`src/rtl/control_unit.sv`:
```
// control_unit: multi-cycle sequencer for the 16-bit / byte-memory datapath.
// Fetches two instruction bytes, decodes ir_value, then steps through the
// ALU, immediate, load/store and jump sequences. Every datapath strobe
// and the memory handshake are produced from the current state.
module control_unit #(
    parameter logic ADDR_FROM_PC  = 1'b0,
    parameter logic ADDR_FROM_MAR = 1'b1
) (
    input  logic        clock,
    input  logic        reset,
    input  logic [15:0] ir_value,
    input  logic [2:0]  flags,
    input  logic        mem_ready,
    output logic        gp_write,
    output logic        gp_read,
    output logic [2:0]  gp_input_select,
    output logic [2:0]  gp_output_select,
    output logic [2:0]  gp_alu_output_select,
    output logic [3:0]  alu_operation,
    output logic        latch_alu,
    output logic        alu_store_high,
    output logic        alu_store_low,
    output logic        mar_load_high,
    output logic        mar_load_low,
    output logic        ir_load_high,
    output logic        ir_load_low,
    output logic        jr_load_high,
    output logic        jr_load_low,
    output logic        pc_increment,
    output logic        pc_set,
    output logic        addr_sel,
    output logic        mem_read,
    output logic        mem_write,
    output logic        halted,
    output logic        illegal_op
);

    localparam logic [3:0] OP_NOP  = 4'h0;
    localparam logic [3:0] OP_ALU  = 4'h1;
    localparam logic [3:0] OP_LDI  = 4'h2;
    localparam logic [3:0] OP_LD   = 4'h3;
    localparam logic [3:0] OP_ST   = 4'h4;
    localparam logic [3:0] OP_JMP  = 4'h5;
    localparam logic [3:0] OP_JC   = 4'h6;
    localparam logic [3:0] OP_HALT = 4'hF;

    typedef enum logic [3:0] {
        S_FETCH_HI = 4'd0,
        S_FETCH_LO = 4'd1,
        S_DECODE   = 4'd2,
        S_ALU_EXEC = 4'd3,
        S_ALU_WB   = 4'd4,
        S_IMM      = 4'd5,
        S_ADDR_HI  = 4'd6,
        S_ADDR_LO  = 4'd7,
        S_MEM_RD   = 4'd8,
        S_MEM_WR   = 4'd9,
        S_JUMP     = 4'd10,
        S_HALT     = 4'd11
    } state_t;

    state_t state_q, state_d;

    // Instruction fields; cond overlaps the low bits of aop by design.
    logic [3:0] op;
    logic [2:0] rd;
    logic [2:0] rs;
    logic [3:0] aop;
    logic [2:0] cond;
    logic       addr_to_mar;
    logic       jump_taken;
    logic       unused_ir_bits;

    assign op             = ir_value[15:12];
    assign rd             = ir_value[11:9];
    assign rs             = ir_value[8:6];
    assign aop            = ir_value[3:0];
    assign cond           = ir_value[2:0];
    assign unused_ir_bits = ^ir_value[5:4];

    // LD/ST operands go to MAR, JMP/JC operands go to JR.
    assign addr_to_mar = (op == OP_LD) || (op == OP_ST);
    // JMP always jumps; JC jumps when any selected flag is set.
    assign jump_taken  = (op == OP_JMP) || ((op == OP_JC) && ((flags & cond) != 3'b000));

    // State register with asynchronous reset back to the first fetch.
    always_ff @(posedge clock or posedge reset) begin
        if (reset) begin
            state_q <= S_FETCH_HI;
        end else begin
            state_q <= state_d;
        end
    end

    // Next-state: memory states only advance on mem_ready.
    always_comb begin
        state_d = state_q;
        case (state_q)
            S_FETCH_HI: if (mem_ready) state_d = S_FETCH_LO;
            S_FETCH_LO: if (mem_ready) state_d = S_DECODE;
            S_DECODE: begin
                case (op)
                    OP_NOP:  state_d = S_FETCH_HI;
                    OP_ALU:  state_d = S_ALU_EXEC;
                    OP_LDI:  state_d = S_IMM;
                    OP_LD,
                    OP_ST,
                    OP_JMP,
                    OP_JC:   state_d = S_ADDR_HI;
                    OP_HALT: state_d = S_HALT;
                    default: state_d = S_FETCH_HI;
                endcase
            end
            S_ALU_EXEC: state_d = S_ALU_WB;
            S_ALU_WB:   state_d = S_FETCH_HI;
            S_IMM:      if (mem_ready) state_d = S_FETCH_HI;
            S_ADDR_HI:  if (mem_ready) state_d = S_ADDR_LO;
            S_ADDR_LO: begin
                if (mem_ready) begin
                    if (op == OP_LD)      state_d = S_MEM_RD;
                    else if (op == OP_ST) state_d = S_MEM_WR;
                    else                  state_d = S_JUMP;
                end
            end
            S_MEM_RD:   if (mem_ready) state_d = S_FETCH_HI;
            S_MEM_WR:   if (mem_ready) state_d = S_FETCH_HI;
            S_JUMP:     state_d = S_FETCH_HI;
            S_HALT:     state_d = S_HALT;
            default:    state_d = S_FETCH_HI;
        endcase
    end

    // Output decode. Gated by reset so an in-flight memory request drops
    // the moment reset rises, without waiting for a clock edge.
    always_comb begin
        gp_write             = 1'b0;
        gp_read              = 1'b0;
        gp_input_select      = 3'd0;
        gp_output_select     = 3'd0;
        gp_alu_output_select = 3'd0;
        alu_operation        = 4'd0;
        latch_alu            = 1'b0;
        alu_store_high       = 1'b0;
        alu_store_low        = 1'b0;
        mar_load_high        = 1'b0;
        mar_load_low         = 1'b0;
        ir_load_high         = 1'b0;
        ir_load_low          = 1'b0;
        jr_load_high         = 1'b0;
        jr_load_low          = 1'b0;
        pc_increment         = 1'b0;
        pc_set               = 1'b0;
        addr_sel             = ADDR_FROM_PC;
        mem_read             = 1'b0;
        mem_write            = 1'b0;
        halted               = 1'b0;
        illegal_op           = 1'b0;
        if (!reset) begin
            case (state_q)
                S_FETCH_HI: begin
                    mem_read     = 1'b1;
                    ir_load_high = mem_ready;
                    pc_increment = mem_ready;
                end
                S_FETCH_LO: begin
                    mem_read     = 1'b1;
                    ir_load_low  = mem_ready;
                    pc_increment = mem_ready;
                end
                S_DECODE: begin
                    case (op)
                        OP_NOP, OP_ALU, OP_LDI, OP_LD, OP_ST,
                        OP_JMP, OP_JC, OP_HALT: illegal_op = 1'b0;
                        default:                illegal_op = 1'b1;
                    endcase
                end
                S_ALU_EXEC: begin
                    gp_read              = 1'b1;
                    gp_output_select     = rs;
                    gp_alu_output_select = rd;
                    alu_operation        = aop;
                    latch_alu            = 1'b1;
                end
                S_ALU_WB: begin
                    alu_store_low   = 1'b1;
                    gp_write        = 1'b1;
                    gp_input_select = rd;
                end
                S_IMM: begin
                    mem_read     = 1'b1;
                    gp_write     = mem_ready;
                    gp_input_select = mem_ready ? rd : 3'd0;
                    pc_increment = mem_ready;
                end
                S_ADDR_HI: begin
                    mem_read      = 1'b1;
                    pc_increment  = mem_ready;
                    mar_load_high = mem_ready && addr_to_mar;
                    jr_load_high  = mem_ready && !addr_to_mar;
                end
                S_ADDR_LO: begin
                    mem_read     = 1'b1;
                    pc_increment = mem_ready;
                    mar_load_low = mem_ready && addr_to_mar;
                    jr_load_low  = mem_ready && !addr_to_mar;
                end
                S_MEM_RD: begin
                    mem_read        = 1'b1;
                    addr_sel        = ADDR_FROM_MAR;
                    gp_write        = mem_ready;
                    gp_input_select = mem_ready ? rd : 3'd0;
                end
                S_MEM_WR: begin
                    mem_write        = 1'b1;
                    addr_sel         = ADDR_FROM_MAR;
                    gp_read          = 1'b1;
                    gp_output_select = rs;
                end
                S_JUMP: begin
                    pc_set = jump_taken;
                end
                S_HALT: begin
                    halted = 1'b1;
                end
                default: begin
                    halted = 1'b0;
                end
            endcase
        end
    end

endmodule

```
`config.mk`:
```
export PLATFORM = sky130hd
export DESIGN_NAME = control_unit
export DESIGN_NICKNAME = d
export VERILOG_FILES = /design/src/rtl/control_unit.sv
export SDC_FILE = /design/constraint.sdc
export NUM_CORES = 1
export LEC_CHECK = 0
export CAP_MARGIN = 20
export CORE_MARGIN = 2
export CORE_UTILIZATION = 38
export DETAILED_ROUTE_END_ITERATION = 6
export PLACE_DENSITY = 0.82
export SLEW_MARGIN = 10
export SYNTH_ARGS = -nofsm -noshare
export SYNTH_HDL_FRONTEND = slang
export SYNTH_SLANG_ARGS = --single-unit
```
`constraint.sdc`:
```
create_clock -name clock -period 2 [get_ports clock]
set_clock_uncertainty 0.1 [all_clocks]
set_input_delay 0.2 -clock clock [delete_from_list [all_inputs] [get_ports clock]]
set_output_delay 0.2 -clock clock [all_outputs]
set_load 0.05 [all_outputs]
```
==> flow_metrics.env, run 1 <==
export IMPL_status="finished clean"
export IMPL_crit_type="reg -> out"
export IMPL_final_cells=220
export IMPL_worst_path_buf_inv=2
export IMPL_antenna_found_initial=0
export IMPL_post_route_period_util=0.9880
export IMPL_holdCritPathClass="in -> async"
export IMPL_initial_core_util=0.4095
export IMPL_place_inst=212
export IMPL_grt_pass1_wl_um=5947
export IMPL_slew_viol_final=0
export IMPL_synthFlopType="dfrtp_1"
export IMPL_cts_num_sinks=4
export IMPL_largest_reg_flops=4
export IMPL_port_buffers=49
export IMPL_hold_viol=0
export IMPL_end_kind="output pin"
export IMPL_crit_chain="buf_4 > nand2b_1 > nor3_4 > and2_4 > buf_12"
export IMPL_fin_nets=221
export IMPL_n_fill_cell=101
export IMPL_cts_buffers_inserted=3
export IMPL_pre_cts_ws_ps=-56.60
export IMPL_worst_ep_arrival_time_ps=1680
export IMPL_insertion_delay_ps=230
export IMPL_syn_num_nets=157
export IMPL_ys_async_sr_fraction=1.000
export IMPL_rsz0062_at_grt="yes"
export IMPL_ys_types=47
export IMPL_drc=0
export IMPL_slowest_stage="dfrtp_1"
export IMPL_clkSlewWorstSetupHoldPaths_ps=30
export IMPL_drtPass1Iterations=4
export IMPL_rrSetupSlack_ps=240
export IMPL_syn_area_per_cell_um2=7.103
export IMPL_die_w_um=53.30
export IMPL_setup_viol=0
export IMPL_die_h_um=53.30
export IMPL_power_leakage_nw=0.8518
export IMPL_crit_family="simple AND/OR/NAND/NOR gates"
export IMPL_layout_cells_most_common="buf_12"
export IMPL_period_needed_ps=1976
export IMPL_fin_setup_tns_ps=0
export IMPL_grt_usage=0.2824
export IMPL_crit_fanout=18
export IMPL_required_ps=1700
export IMPL_yosysWarnings=0
export IMPL_die_area_um2=2840
export IMPL_start_kind="register"
export IMPL_netlist_area_um2=923.4
export IMPL_core_area_um2=2255
export IMPL_gr_usage_met3=0.05932
export IMPL_diodes=0
export IMPL_ant_nets=0
export IMPL_r2r_start="state_q[2]"
export IMPL_setup_ws_ps=24.02
export IMPL_fmaxAchievable_ghz=0.5061
export IMPL_wirelength_um=4190
export IMPL_max_cap_violations=0
export IMPL_io_pins=53
export IMPL_grt_pass1_vias=1236
export IMPL_dr_first_iter_drc_count=42
export IMPL_top_register="state_q"
export IMPL_cts_hold_buf=0
export IMPL_ys_ff_latch=4
export IMPL_drive_gt1_frac=0.4792
export IMPL_grt_ovfl_total=0
export IMPL_grtUsageMet2=0.5453
export IMPL_top_usage_layer="met2"
export IMPL_grt_max_degree=19
export IMPL_powerDensity_nw_per_um2=826.7
export IMPL_vias_per_cell=5.818
export IMPL_multi_input_area_um2=825.8
export IMPL_cts_htree_levels=1
export IMPL_regArea_um2=103.9
export IMPL_hpwl_um=3032
export IMPL_ys_seq_area_frac=0.1084
export IMPL_placementRows=17
export IMPL_largestRegisters="state_q: 4 flops"
export IMPL_max_stage_delay_ps=390
export IMPL_cts_max_path_buffers=2
export IMPL_synthToLayoutAreaGrowth_pct=118.0
export IMPL_cts_tree="yes"
export IMPL_vias=1280
export IMPL_met1_usage=0.2995
export IMPL_ir_drop_v=0.0006435
export IMPL_syn_inst=130
export IMPL_place_congestion=1.013
export IMPL_synth_enable_flop_cells=0
export IMPL_crit_start="state_q[0]"
export IMPL_layout_common_cells="31 x buf_12, 21 x buf_4, 17 x clkdlybuf4s50_1, 13 x nor2_1"
export IMPL_drt_wirelength_per_cell_um=19.05
export IMPL_root_buffer="clkbuf_4"
-- through the flow --
stage               total power, W    util  instance area [um2]  hold slack, ps
CTS                       0.001484  0.8468                 1909           213.0
global placement          0.001328  0.8263                 1863           433.7
finish                    0.001664  0.8929                 2013           241.9
floorplan                0.0009583       -                994.7           167.6
global route              0.001753  0.8929                 2013           247.2
detailed placement        0.001379  0.8263                 1863           437.9
-- cells in the mapped netlist (2+ instances only) --
| master | instances | area (um2) |
|---|---|---|
| nor2b_1 | 5 | 31.28 |
| o21ai_1 | 3 | 15.01 |
| nand2b_1 | 5 | 31.28 |
| buf_4 | 3 | 22.52 |
| xnor2_1 | 2 | 17.52 |
| nand4_1 | 2 | 12.51 |
| nand3_1 | 2 | 10.01 |
| nand2_1 | 3 | 11.26 |
| and2_1 | 10 | 62.56 |
| inv_1 | 10 | 37.54 |
| ha_1 | 5 | 62.56 |
| a21oi_1 | 9 | 45.04 |
| nor3_1 | 2 | 10.01 |
| dfrtp_1 | 4 | 100.1 |
| o311ai_1 | 2 | 17.52 |
| buf_2 | 6 | 30.03 |
| nor2_1 | 16 | 60.06 |
| o21ai_0 | 2 | 10.01 |
| and3_1 | 4 | 25.02 |
| mux2i_1 | 3 | 30.03 |
| a31oi_1 | 5 | 31.28 |
| clkbuf_1 | 2 | 7.510 |
-- cell type report --
type / instances / area share
clock buffers: 3 / 0.01119
inverters: 11 / 0.02051
multi-input cells: 102 / 0.4102
flip-flops and latches: 4 / 0.05159
well taps: 28 / 0.01740
repair buffers: 72 / 0.4891
-- metal layers --
metal  vias up  routed length (um)
met5         -                   0
met4         0                 148
met3        14                 454
met2        97                2226
met1       591                1360
li1        578                   -
-- cells by family after synthesis --
family          Yosys count  share of synthesized area
compound gates           33                     0.2778
simple gates             58                     0.3523
mux                       3                    0.03252
buf+inv                  24                     0.1382
other cells               1                   0.004061
xor+xnor                  2                    0.01897
fa+ha+maj                 5                    0.06775
flops                     4                     0.1084
-- power by group --
part / leakage [nW] / internal [W] / switching [W]
clock network: 0.0138 / 0.0000667 / 0.0000270
registers: 0.0487 / 0.000114 / 0.0000653
logic: 0.789 / 0.000608 / 0.000783
-- worst paths after layout --
path / endpoint / cells past startpoint
max: gp_output_select[1] / 5
min: state_q[0] / 3
max reg2reg: state_q[0] / 5
min reg2reg: state_q[2] / 2
max in group asynchronous: state_q[3] / 3
min in group clock: state_q[3] / 2
-- worst min-delay path, delay by kind of cell --
| family | cells | cell delay (ps) |
|---|---|---|
| buf+inv | 3 | 700 |
-- timing repair --
| action | CTS | global route |
|---|---|---|
| pin swaps | 2 | 3 |
| endpoints found under the hold margin | 0 | 0 |
| gates cloned | 0 | 0 |
| gates resized for setup | 5 | 14 |
| endpoints found under the setup margin | 17 | 19 |
| setup buffers | 1 | 4 |
No activity file was read; power rests on OpenSTA's default activity.
==> run 2: changes to the inputs <==
--- a/config.mk
+++ b/config.mk
@@ -8,6 +8,7 @@
 export CAP_MARGIN = 20
 export CORE_MARGIN = 2
 export CORE_UTILIZATION = 38
+export CTS_CLUSTER_DIAMETER = 50
 export DETAILED_ROUTE_END_ITERATION = 6
 export PLACE_DENSITY = 0.82
 export SLEW_MARGIN = 10
==> results of run 2 <==
Final layout, timing and power as in run 1 (identical DEF).
